<file path="src/rtl/muldiv_pkg.sv">
// Shared opcodes, FSM state encoding and constants for the iterative
// multiply/divide unit that owns the HI/LO registers.
package muldiv_pkg;

   localparam int OPC_MULT  = 0;
   localparam int OPC_MULTU = 1;
   localparam int OPC_DIV   = 2;
   localparam int OPC_DIVU  = 3;
   localparam int OPC_MTHI  = 4;
   localparam int OPC_MTLO  = 5;

   // Divide by zero replicates this bit across LO (all ones, MIPS-style).
   localparam logic DIV0_LO_BIT = 1'b1;

   typedef enum logic [1:0] {
      ST_IDLE = 2'd0,
      ST_CALC = 2'd1,
      ST_FIX  = 2'd2,
      ST_DONE = 2'd3
   } muldiv_state_t;

endpackage

</file>
<file path="src/rtl/muldiv_sign_fix.sv">
// Conditional two's-complement negate of a {HI,LO} pair: either the whole
// double-width product, or HI and LO independently (quotient/remainder).
module muldiv_sign_fix
   import muldiv_pkg::*;
#(
   parameter int NB_BITS = 32
) (
   input  logic [NB_BITS-1:0] hi,
   input  logic [NB_BITS-1:0] lo,
   input  logic               pair_mode,
   input  logic               neg_hi,
   input  logic               neg_lo,
   output logic [NB_BITS-1:0] fixed_hi,
   output logic [NB_BITS-1:0] fixed_lo
);

   localparam int NB_PAIR = 2 * NB_BITS;

   logic [NB_PAIR-1:0] pair_neg;

   assign pair_neg = ~{hi, lo} + NB_PAIR'(1);

   // A product carries across the HI/LO boundary, so it is negated as one value.
   always_comb begin
      fixed_hi = hi;
      fixed_lo = lo;
      if (pair_mode) begin
         if (neg_lo) begin
            {fixed_hi, fixed_lo} = pair_neg;
         end
      end else begin
         if (neg_hi) begin
            fixed_hi = ~hi + NB_BITS'(1);
         end
         if (neg_lo) begin
            fixed_lo = ~lo + NB_BITS'(1);
         end
      end
   end

endmodule

</file>
<file path="src/rtl/alu_muldiv.sv">
// Iterative MULT/MULTU/DIV/DIVU unit with architectural HI/LO and MTHI/MTLO.
// Optional build macro MULDIV_EARLY_TERM_EN: multiplies stop once the remaining multiplier bits are zero.
module alu_muldiv
   import muldiv_pkg::*;
#(
   parameter int NB_BITS = 32,
   parameter int NB_OPE  = 4
) (
   input  logic               i_clk,
   input  logic               i_rst,
   input  logic               i_start,
   input  logic [NB_OPE-1:0]  i_ope_sel,
   input  logic [NB_BITS-1:0] i_data_a,
   input  logic [NB_BITS-1:0] i_data_b,
   output logic               o_busy,
   output logic               o_done,
   output logic [NB_BITS-1:0] o_hi,
   output logic [NB_BITS-1:0] o_lo
);

   localparam int NB_CNT  = $clog2(NB_BITS) + 1;
   localparam int NB_PAIR = 2 * NB_BITS;

   muldiv_state_t state, next_state;

   logic [NB_CNT-1:0]  cnt;
   logic               is_div;
   logic               div_zero;
   logic               neg_hi;
   logic               neg_lo;
   logic [NB_PAIR-1:0] acc;
   logic [NB_PAIR-1:0] mcand;
   logic [NB_BITS-1:0] mplier;
   logic [NB_BITS-1:0] hi_q;
   logic [NB_BITS-1:0] lo_q;

   logic op_mult, op_multu, op_div, op_divu, op_mthi, op_mtlo;
   logic start_ok, start_iter, signed_op, a_neg, b_neg, b_zero;
   logic [NB_BITS-1:0] mag_a, mag_b;

   logic [NB_PAIR-1:0] mul_next;
   logic [NB_BITS:0]   div_shift;
   logic               div_ge;
   logic [NB_BITS-1:0] div_diff;
   logic [NB_PAIR-1:0] div_next;
   logic               early_exit;
   logic               calc_last;
   logic [NB_BITS-1:0] fix_hi, fix_lo;

   assign op_mult  = (i_ope_sel == NB_OPE'(OPC_MULT));
   assign op_multu = (i_ope_sel == NB_OPE'(OPC_MULTU));
   assign op_div   = (i_ope_sel == NB_OPE'(OPC_DIV));
   assign op_divu  = (i_ope_sel == NB_OPE'(OPC_DIVU));
   assign op_mthi  = (i_ope_sel == NB_OPE'(OPC_MTHI));
   assign op_mtlo  = (i_ope_sel == NB_OPE'(OPC_MTLO));

   // Requests are only heard while not busy; DONE counts as idle for issue.
   assign start_ok   = i_start & ((state == ST_IDLE) | (state == ST_DONE));
   assign start_iter = start_ok & (op_mult | op_multu | op_div | op_divu);

   assign signed_op = op_mult | op_div;
   assign a_neg     = signed_op & i_data_a[NB_BITS-1];
   assign b_neg     = signed_op & i_data_b[NB_BITS-1];
   assign b_zero    = (i_data_b == '0);
   assign mag_a     = a_neg ? (~i_data_a + NB_BITS'(1)) : i_data_a;
   assign mag_b     = b_neg ? (~i_data_b + NB_BITS'(1)) : i_data_b;

   assign mul_next = mplier[0] ? (acc + mcand) : acc;

   // Restoring divide: remainder lives in acc's upper half, quotient shifts into the lower half.
   assign div_shift = {acc[NB_PAIR-1:NB_BITS], acc[NB_BITS-1]};
   assign div_ge    = (div_shift >= {1'b0, mcand[NB_BITS-1:0]});
   assign div_diff  = div_shift[NB_BITS-1:0] - mcand[NB_BITS-1:0];
   assign div_next  = {(div_ge ? div_diff : div_shift[NB_BITS-1:0]),
                       acc[NB_BITS-2:0], div_ge};

`ifdef MULDIV_EARLY_TERM_EN
   assign early_exit = ~is_div & ~(|mplier[NB_BITS-1:1]);
`else
   assign early_exit = 1'b0;
`endif

   assign calc_last = (cnt == NB_CNT'(1)) | early_exit;

   muldiv_sign_fix #(
      .NB_BITS (NB_BITS)
   ) u_sign_fix (
      .hi        (acc[NB_PAIR-1:NB_BITS]),
      .lo        (acc[NB_BITS-1:0]),
      .pair_mode (~is_div),
      .neg_hi    (neg_hi),
      .neg_lo    (neg_lo),
      .fixed_hi  (fix_hi),
      .fixed_lo  (fix_lo)
   );

   // State register.
   always_ff @(posedge i_clk) begin
      if (i_rst) begin
         state <= ST_IDLE;
      end else begin
         state <= next_state;
      end
   end

   // Next-state and status outputs.
   always_comb begin
      next_state = state;
      o_busy     = 1'b0;
      o_done     = 1'b0;
      case (state)
         ST_IDLE: begin
            if (start_iter) begin
               next_state = ST_CALC;
            end
         end
         ST_CALC: begin
            o_busy = 1'b1;
            if (calc_last) begin
               next_state = ST_FIX;
            end
         end
         ST_FIX: begin
            o_busy     = 1'b1;
            next_state = ST_DONE;
         end
         ST_DONE: begin
            o_done     = 1'b1;
            next_state = start_iter ? ST_CALC : ST_IDLE;
         end
         default: next_state = ST_IDLE;
      endcase
   end

   // Operand latching, one iteration per CALC cycle, and HI/LO writes.
   always_ff @(posedge i_clk) begin
      if (i_rst) begin
         cnt      <= '0;
         is_div   <= 1'b0;
         div_zero <= 1'b0;
         neg_hi   <= 1'b0;
         neg_lo   <= 1'b0;
         acc      <= '0;
         mcand    <= '0;
         mplier   <= '0;
         hi_q     <= '0;
         lo_q     <= '0;
      end else begin
         if (start_iter) begin
            cnt    <= NB_CNT'(NB_BITS);
            is_div <= op_div | op_divu;
            if (op_div | op_divu) begin
               acc      <= {{NB_BITS{1'b0}}, mag_a};
               mcand    <= {{NB_BITS{1'b0}}, mag_b};
               mplier   <= '0;
               div_zero <= b_zero;
               neg_hi   <= a_neg;
               neg_lo   <= (a_neg ^ b_neg) & ~b_zero;
            end else begin
               acc      <= '0;
               mcand    <= {{NB_BITS{1'b0}}, mag_a};
               mplier   <= mag_b;
               div_zero <= 1'b0;
               neg_hi   <= a_neg ^ b_neg;
               neg_lo   <= a_neg ^ b_neg;
            end
         end else if (state == ST_CALC) begin
            cnt <= cnt - NB_CNT'(1);
            if (is_div) begin
               acc <= div_next;
            end else begin
               acc    <= mul_next;
               mcand  <= mcand << 1;
               mplier <= mplier >> 1;
            end
         end

         if (state == ST_FIX) begin
            hi_q <= fix_hi;
            lo_q <= div_zero ? {NB_BITS{DIV0_LO_BIT}} : fix_lo;
         end else if (start_ok & op_mthi) begin
            hi_q <= i_data_a;
         end else if (start_ok & op_mtlo) begin
            lo_q <= i_data_a;
         end
      end
   end

   assign o_hi = hi_q;
   assign o_lo = lo_q;

endmodule

</file>
<file path="config.mk">
export PLATFORM = sky130hd
export DESIGN_NAME = alu_muldiv
export DESIGN_NICKNAME = d
export VERILOG_FILES = /design/src/rtl/muldiv_pkg.sv /design/src/rtl/muldiv_sign_fix.sv /design/src/rtl/alu_muldiv.sv
export SDC_FILE = /design/constraint.sdc
export NUM_CORES = 1
export LEC_CHECK = 0
export ABC_AREA = 1
export ABC_CLOCK_PERIOD_IN_PS = 6350
export CORE_MARGIN = 8
export CORE_UTILIZATION = 60
export CTS_CLUSTER_DIAMETER = 200
export DETAILED_ROUTE_END_ITERATION = 12
export PLACE_DENSITY = 0.8
export SLEW_MARGIN = 5
export SYNTH_ARGS = -nofsm -noshare
export SYNTH_HDL_FRONTEND = slang
export SYNTH_SLANG_ARGS = --single-unit
</file>
<file path="constraint.sdc">
create_clock -name i_clk -period 6.35 [get_ports i_clk]
set_input_delay 1.27 -clock i_clk [delete_from_list [all_inputs] [get_ports i_clk]]
set_output_delay 1.27 -clock i_clk [all_outputs]
set_load 0.01 [all_outputs]
</file>
## Yosys cells after proc, flatten, opt, wreduce, memory -nomap -nowiden

Index checks and enable logic that the tools add are counted.

- Register bits after elaboration: 236
- Bits in latches: 0
- RAM bits: 0
- ROM bits: 0
- Input port bits: 71
- Output and inout port bits: 66
- Logic and storage cells: 106
- Memories: 0

- Add/sub/neg operators: 8
- Multipliers: 0
- Div/mod/pow operators: 0
- Magnitude comparators: 1
- Equality and inequality tests: 13
- Shifts and indexed selects: 0
- Multiplexer cells: 39
- Bitwise logic cells: 20
- Reductions and logical operators: 13

Operators by type and width:

| operator | count |
|---|---|
| $mux W32 | 21 |
| $mux W64 | 7 |
| $add A32 B1 Y32 const B | 4 |
| $not A32 Y32 | 4 |
| $add A64 B1 Y64 const B | 1 |
| $add A64 B64 Y64 | 1 |
| $not A64 Y64 | 1 |
| $ge A33 B32 Y1 | 1 |
| $logic_not A32 Y1 | 1 |
| $sub A32 B32 Y32 | 1 |
| $mux W6 | 2 |
| $eq A4 B2 Y1 const B | 2 |
| $eq A4 B3 Y1 const B | 2 |
| $pmux W2 S4 | 1 |
| $reduce_and A2 Y1 | 4 |
| $and A1 B1 Y1 | 7 |
| $eq A6 B1 Y1 const B | 1 |
| $mux W1 | 6 |
| $ne A2 B2 Y1 const B | 3 |
| $or A1 B1 Y1 | 6 |
| $reduce_bool A2 Y1 | 3 |
| $sub A6 B1 Y6 const B | 1 |
| $eq A2 B2 Y1 const B | 2 |
| $eq A4 B1 Y1 const B | 1 |
| 9 further kinds | 11 |

## Logic depth before layout (Yosys ltp)

- Depth after elaboration: 7
- Depth in mapped cells: 18
- Depth with buffers taken out: 17

## Hierarchy

Synthesis repeated with hierarchy kept, for this count alone.

- Cell total of the unflattened synthesis: 4,295
- Area total of the unflattened synthesis: 23,761.5 µm²

Modules (own cells, without submodules):

| module | instances | cells an instance | area each (µm²) | sequential area each (µm²) |
|---|---|---|---|---|
| alu_muldiv | 1 | 3,785 | 21,360.5 | 4,724.5 |
| muldiv_sign_fix | 1 | 510 | 2,401.1 | 0.0 |

## Worst setup path after synthesis

OpenSTA, ideal clock, no wires.

- Path kind: in2reg
- Start point: input port i_data_b[1]
- End point: register mcand[12]
- Library setup time: 0.111 ns
- Arrival: 2.606 ns
- Data required time: 6.239 ns
- Setup slack: 3.634 ns
- Stages: 12
- Buffers on the path: 0
- Cells stage by stage: inv_1 -> ha_1 -> nand3_1 -> nor2_1 -> nand2_1 -> nand2_1 -> o21ai_0 -> xor2_1 -> a22oi_1 -> nand3_1 -> nand3_1 -> inv_1

- Longest elaborated chain between the ends: 5

RTL lines:

| what | line | RTL |
|---|---|---|
| start: declaration | alu_muldiv.sv:14 | `input logic [NB_BITS-1:0] i_data_b,` |
| $not A32 Y32 | alu_muldiv.sv:66 | `assign mag_b = b_neg ? (~i_data_b + NB_BITS'(1)) : i_data_b;` |
| $add A32 B1 Y32 | alu_muldiv.sv:66 |  |
| $mux W32 | alu_muldiv.sv:66 |  |
| $mux W32 | alu_muldiv.sv:152 | `if (op_div \| op_divu) begin` |
| $mux W64 | alu_muldiv.sv:149 | `if (start_iter) begin` |
| end signal: assignment | alu_muldiv.sv:154 | `mcand <= {{NB_BITS{1'b0}}, mag_b};` |
| end signal: assignment | alu_muldiv.sv:161 | `mcand <= {{NB_BITS{1'b0}}, mag_a};` |
| end signal: assignment | alu_muldiv.sv:173 | `mcand <= mcand << 1;` |
| end: declaration | alu_muldiv.sv:32 | `logic [NB_PAIR-1:0] mcand;` |

No other way between the ends.
A chain may end at the register's enable or synchronous reset.

## Worst setup path in the final report

- Start point: input port i_ope_sel[2]
- End point: register mcand[13]

- Longest elaborated chain between the ends: 7
- Elaborated cells on any way between the ends: 19
- Classes of those cells: eq/ne: 4; mux: 4; bitwise: 8; reduce/logical: 3

RTL lines:

| what | line | RTL |
|---|---|---|
| start: declaration | alu_muldiv.sv:12 | `input logic [NB_OPE-1:0] i_ope_sel,` |
| $eq A4 B1 Y1 / $logic_not A4 Y1 (equally long branches) | alu_muldiv.sv:51, alu_muldiv.sv:50 |  |
| $or A1 B1 Y1 (3 in a row) | alu_muldiv.sv:59 | `assign start_iter = start_ok & (op_mult \| op_multu \| op_div \| op_divu);` |
| $and A1 B1 Y1 | alu_muldiv.sv:59 |  |
| $ne A2 B1 Y1 (no line) / $reduce_bool A2 Y1 (equally long branches) | -- |  |
| $reduce_and A2 Y1 (no line) | -- |  |

Parallel ways exist; a longest one is shown, timed or not.

==> metrics.md <==
| Metric | Value |
|---|---|
| Result of the run | completed |
| Met3 routed WL | 12,730 um |
| Crit-path slowest cell | clkdlybuf4s50_1 |
| Global Route Usage Sum | approximately two fifths |
| Drt via density | roughly 5.8 |
| Post-DP Area | 25,500 sq um |
| Max-cap viol count | 0 |
| Hold WC Path Type | flip-flop to flip-flop |
| Synth Area in Compound Gates | approximately 16% |
| Top Ports | around 140 |
| Hold slack | ~0.47 ns |
| Fin util | 66.93% |
| Setup WS post-layout | 2.902 ns |
| HPWL Detailed | around 77,000 um |
| Hold Path Stages | 2 |
| Setup_tns | 0 ns |
| EDFF count, synth | 0 |
| CTS Hold Bufs | 0 |
| Vias in the first global route | ~25,000 |
| First-pass GRT wire length | about 150,000 um |
| Async S/R FF share, synth | 0% |
| Cell area after synthesis | 23,850 sq um |
| # setup viols final | 0 |
| Final nets | 4,539 |
| GR Overflow Total | 0 |
| Crit path launch type | input pin |
| CTS tree | done |
| Top sig layer | met5 |
| Core Area | a little under 40,000 sq um |
| Initial antenna violation count | 2 |
| DRT met1 WL | roughly 37,000 um |
| Cell seen most often among critical-path stages | nand2_1 |
| Seq/Total Area, Yosys | 19.81% |
| Pre-CTS setup slack | ~2.5 ns |
| Crit path capture type | flip-flop |
| Syn. warnings | 0 |
| Critical path class | input pin to flip-flop |
| Slowest stage delay, CP | about 0.46 ns |
| Buffer levels on the longest clock path | 3 |
| Layout cells sized above 1 | under 10% |
| Number of port buffers | around 140 |
| Slew @ Worst Pin | between 1 and 1.5 ns |
| Post-synthesis register bit count | 236 |
| Post-placement cell count | 4,857 |
| Area growth syn-to-layout | 10.71% |
| Final hold viol count | 0 |
| Mux share of post-synthesis cell area | 0% |
| FF+latch area | roughly 4700 sq um |
| Max-slew headroom | around 16% |
| Fill count | between 3,000 and 4,000 |
| Post-route cell area | between 20,000 and 30,000 sq um |
| P per Cell Area | 293.0 nW/um^2 |
| Drt initial violations | approximately 4,400 |
| Simple-gate share of the synthesized area | between 40% and 50% |
| Library cells used by synthesis | 63 |
| Worst R2R End | acc[32] |
| Clk_skew | 0.02820 ns |
| Detail Route Antenna Nets | 0 |
| H-tree levels | 1 |
| Vias | between 20,000 and 30,000 |
| Most frequent cells in the layout | nand2_1 (1,411), inv_1 (718), nand3_1 (377) |
| Worst reg2reg path depth | 14 |
| Req. time, crit path | 6.86 ns |
| Most common cell after layout, fill and taps aside | nand2_1 |
| RSZ-0062 raised after global routing | false |
| DRT Pass-1 Iters | 7 |
| Synth Area in XOR/XNOR | 3.231% |
| Max Slew Vio Count | 0 |
| Post_cts resized | 0 |
| Drc violations | 0 |
| Crit. Startpoint | i_ope_sel[2] |
| Crit path arrival time | between 3 and 4 ns |
| Routed WL per cell | around 20 um |
| Mapped Nets | 4,483 |
| ANT cells | 0 |
| Post-synthesis adder-cell area fraction | 5.676% |
| CTS clock-pin slew for the worst setup and hold paths | around 0.060 ns |
| Met2 routed WL | between 40,000 and 50,000 um |
| Setup slack, reg-to-reg | about 3.2 ns |
| Total Power | about 7.7 mW |
| Leak | between 10 and 15 nW |
| Starting Density | between 60% and 70% |
| Post-CTS Setup Inserts | 0 |
| CP endpoint | mcand[13] |
| R2R Path Start | acc[46] |
| Cell Count, Final, Fillers Out | roughly 4,900 |
| Clk_lat worst skew | 0.58 ns |
| Synth Instances | 4,305 |
| Main combinational cell family by area after synthesis | simple AND/OR/NAND/NOR gates |
| Clock sinks | 236 |
| Clk root buf | clkbuf_16 |
| Cts bufs inserted | 27 |
| Die W | ~220 um |
| Die area | 46,390 sq um |
| Period utilisation layout | between 50% and 60% |
| Tmin final | ~3.4 ns |
| Area of the multi-input gates | roughly 16,000 sq um |
| Top FF cell, synth | dfxtp_1 |
| Largest net degree at the start of global routing | 77 |
| Routed WL | about 97,000 um |
| CP Max Fanout | 29 |
| Die Height | roughly 220 um |
| Max Fclk | around 290 MHz |
| Row count | 73 |
| Mapped Avg Cell Area | between 5 and 6 sq um |
| CP Cell Sequence | clkdlybuf4s50_1 > nor2_1 > nand2_1 > nor2_2 > buf_4 > inv_2 > o21ai_0 > xor2_1 > nand2_1 > nand3_1 > o211ai_1 > inv_1 |
| Max IR drop VDD | between 0.5 and 0.6 mV |
| GP Congestion | about 1.1 |
==> cell type report <==
cell class                 instances  share of cell area, %
clock buffer                      38                  2.942
clock inverter                    10                 0.4833
inverter                         731                  10.39
multi-input combinational       3193                  59.63
sequential                       236                  17.90
tap                              525                  2.487
timing repair buffer             172                  6.169
==> where the power goes <==
part	internal (mW)	total [mW]	leakage [nW]	switching [mW]
clock	0.967	1.65	0.448	0.682
sequential	1.71	2.05	1.92	0.340
combinational	1.23	4.04	11.0	2.80
==> cells in the mapped netlist (11+ instances only) <==
master	count	area (sq um)
a31oi_1	46	287.8
nand2_1	1412	5300
dfxtp_1	236	4725
a22o_1	13	113.9
nor2_2	16	100.1
nand3b_1	13	97.59
clkbuf_1	88	330.3
inv_1	718	2695
o31ai_1	12	90.09
a21oi_1	281	1406
nand3_1	377	1887
o211ai_1	40	300.3
ha_1	105	1314
a22oi_1	16	120.1
xor2_1	85	744.5
buf_2	34	170.2
nor3_1	57	285.3
o21ai_0	202	1011
nand4_1	38	237.7
inv_2	11	41.29
nor2_1	359	1348
==> state kept, by name, summed over array words and instances, names as in the netlist <==
| name | flops |
|---|---|
| o_lo | 32 |
| mcand | 64 |
| is_div | 1 |
| div_zero | 1 |
| cnt | 6 |
| neg_hi | 1 |
| o_hi | 32 |
| state | 2 |
| acc | 64 |
| neg_lo | 1 |
| mplier | 32 |
==> worst min-delay path by stage <==
stage	to	from	slack [ns]
5_1_grt	o_lo[25]	o_lo[25]	0.50
4_1_cts	mplier[3]	mplier[3]	0.47
3_3_place_gp	mplier[31]	mplier[31]	0.46
2_1_floorplan	mplier[31]	mplier[31]	0.44
3_5_place_dp	mplier[3]	mplier[3]	0.46
6_report	mplier[3]	mplier[3]	0.47
==> worst max-delay path: cells and delay by family <==
family / cells / cell delay (ns)
AO/OA/AOI/OAI: 2 / 0.47
XOR/XNOR: 1 / 0.36
buffers and inverters: 4 / 1.08
AND/OR/NAND/NOR: 5 / 0.76
==> routing by layer <==
layer | up-vias | GRT usage (%)
met5 | - | 0
met3 | 373 | 9.916
li1 | 13768 | -
met1 | 12550 | 51.18
met2 | 1811 | 59.87
met4 | 2 | 24.38
==> cells by family (layout without fill, tap and decap cells) <==
logic type      after synthesis  count (layout)
fa+ha+maj                   107             107
buf+inv                     876             951
simple gates               2331            2331
flops                       236             236
compound gates              667             667
xor+xnor                     88              88
Note: power is estimated with default switching activity, not from simulation.
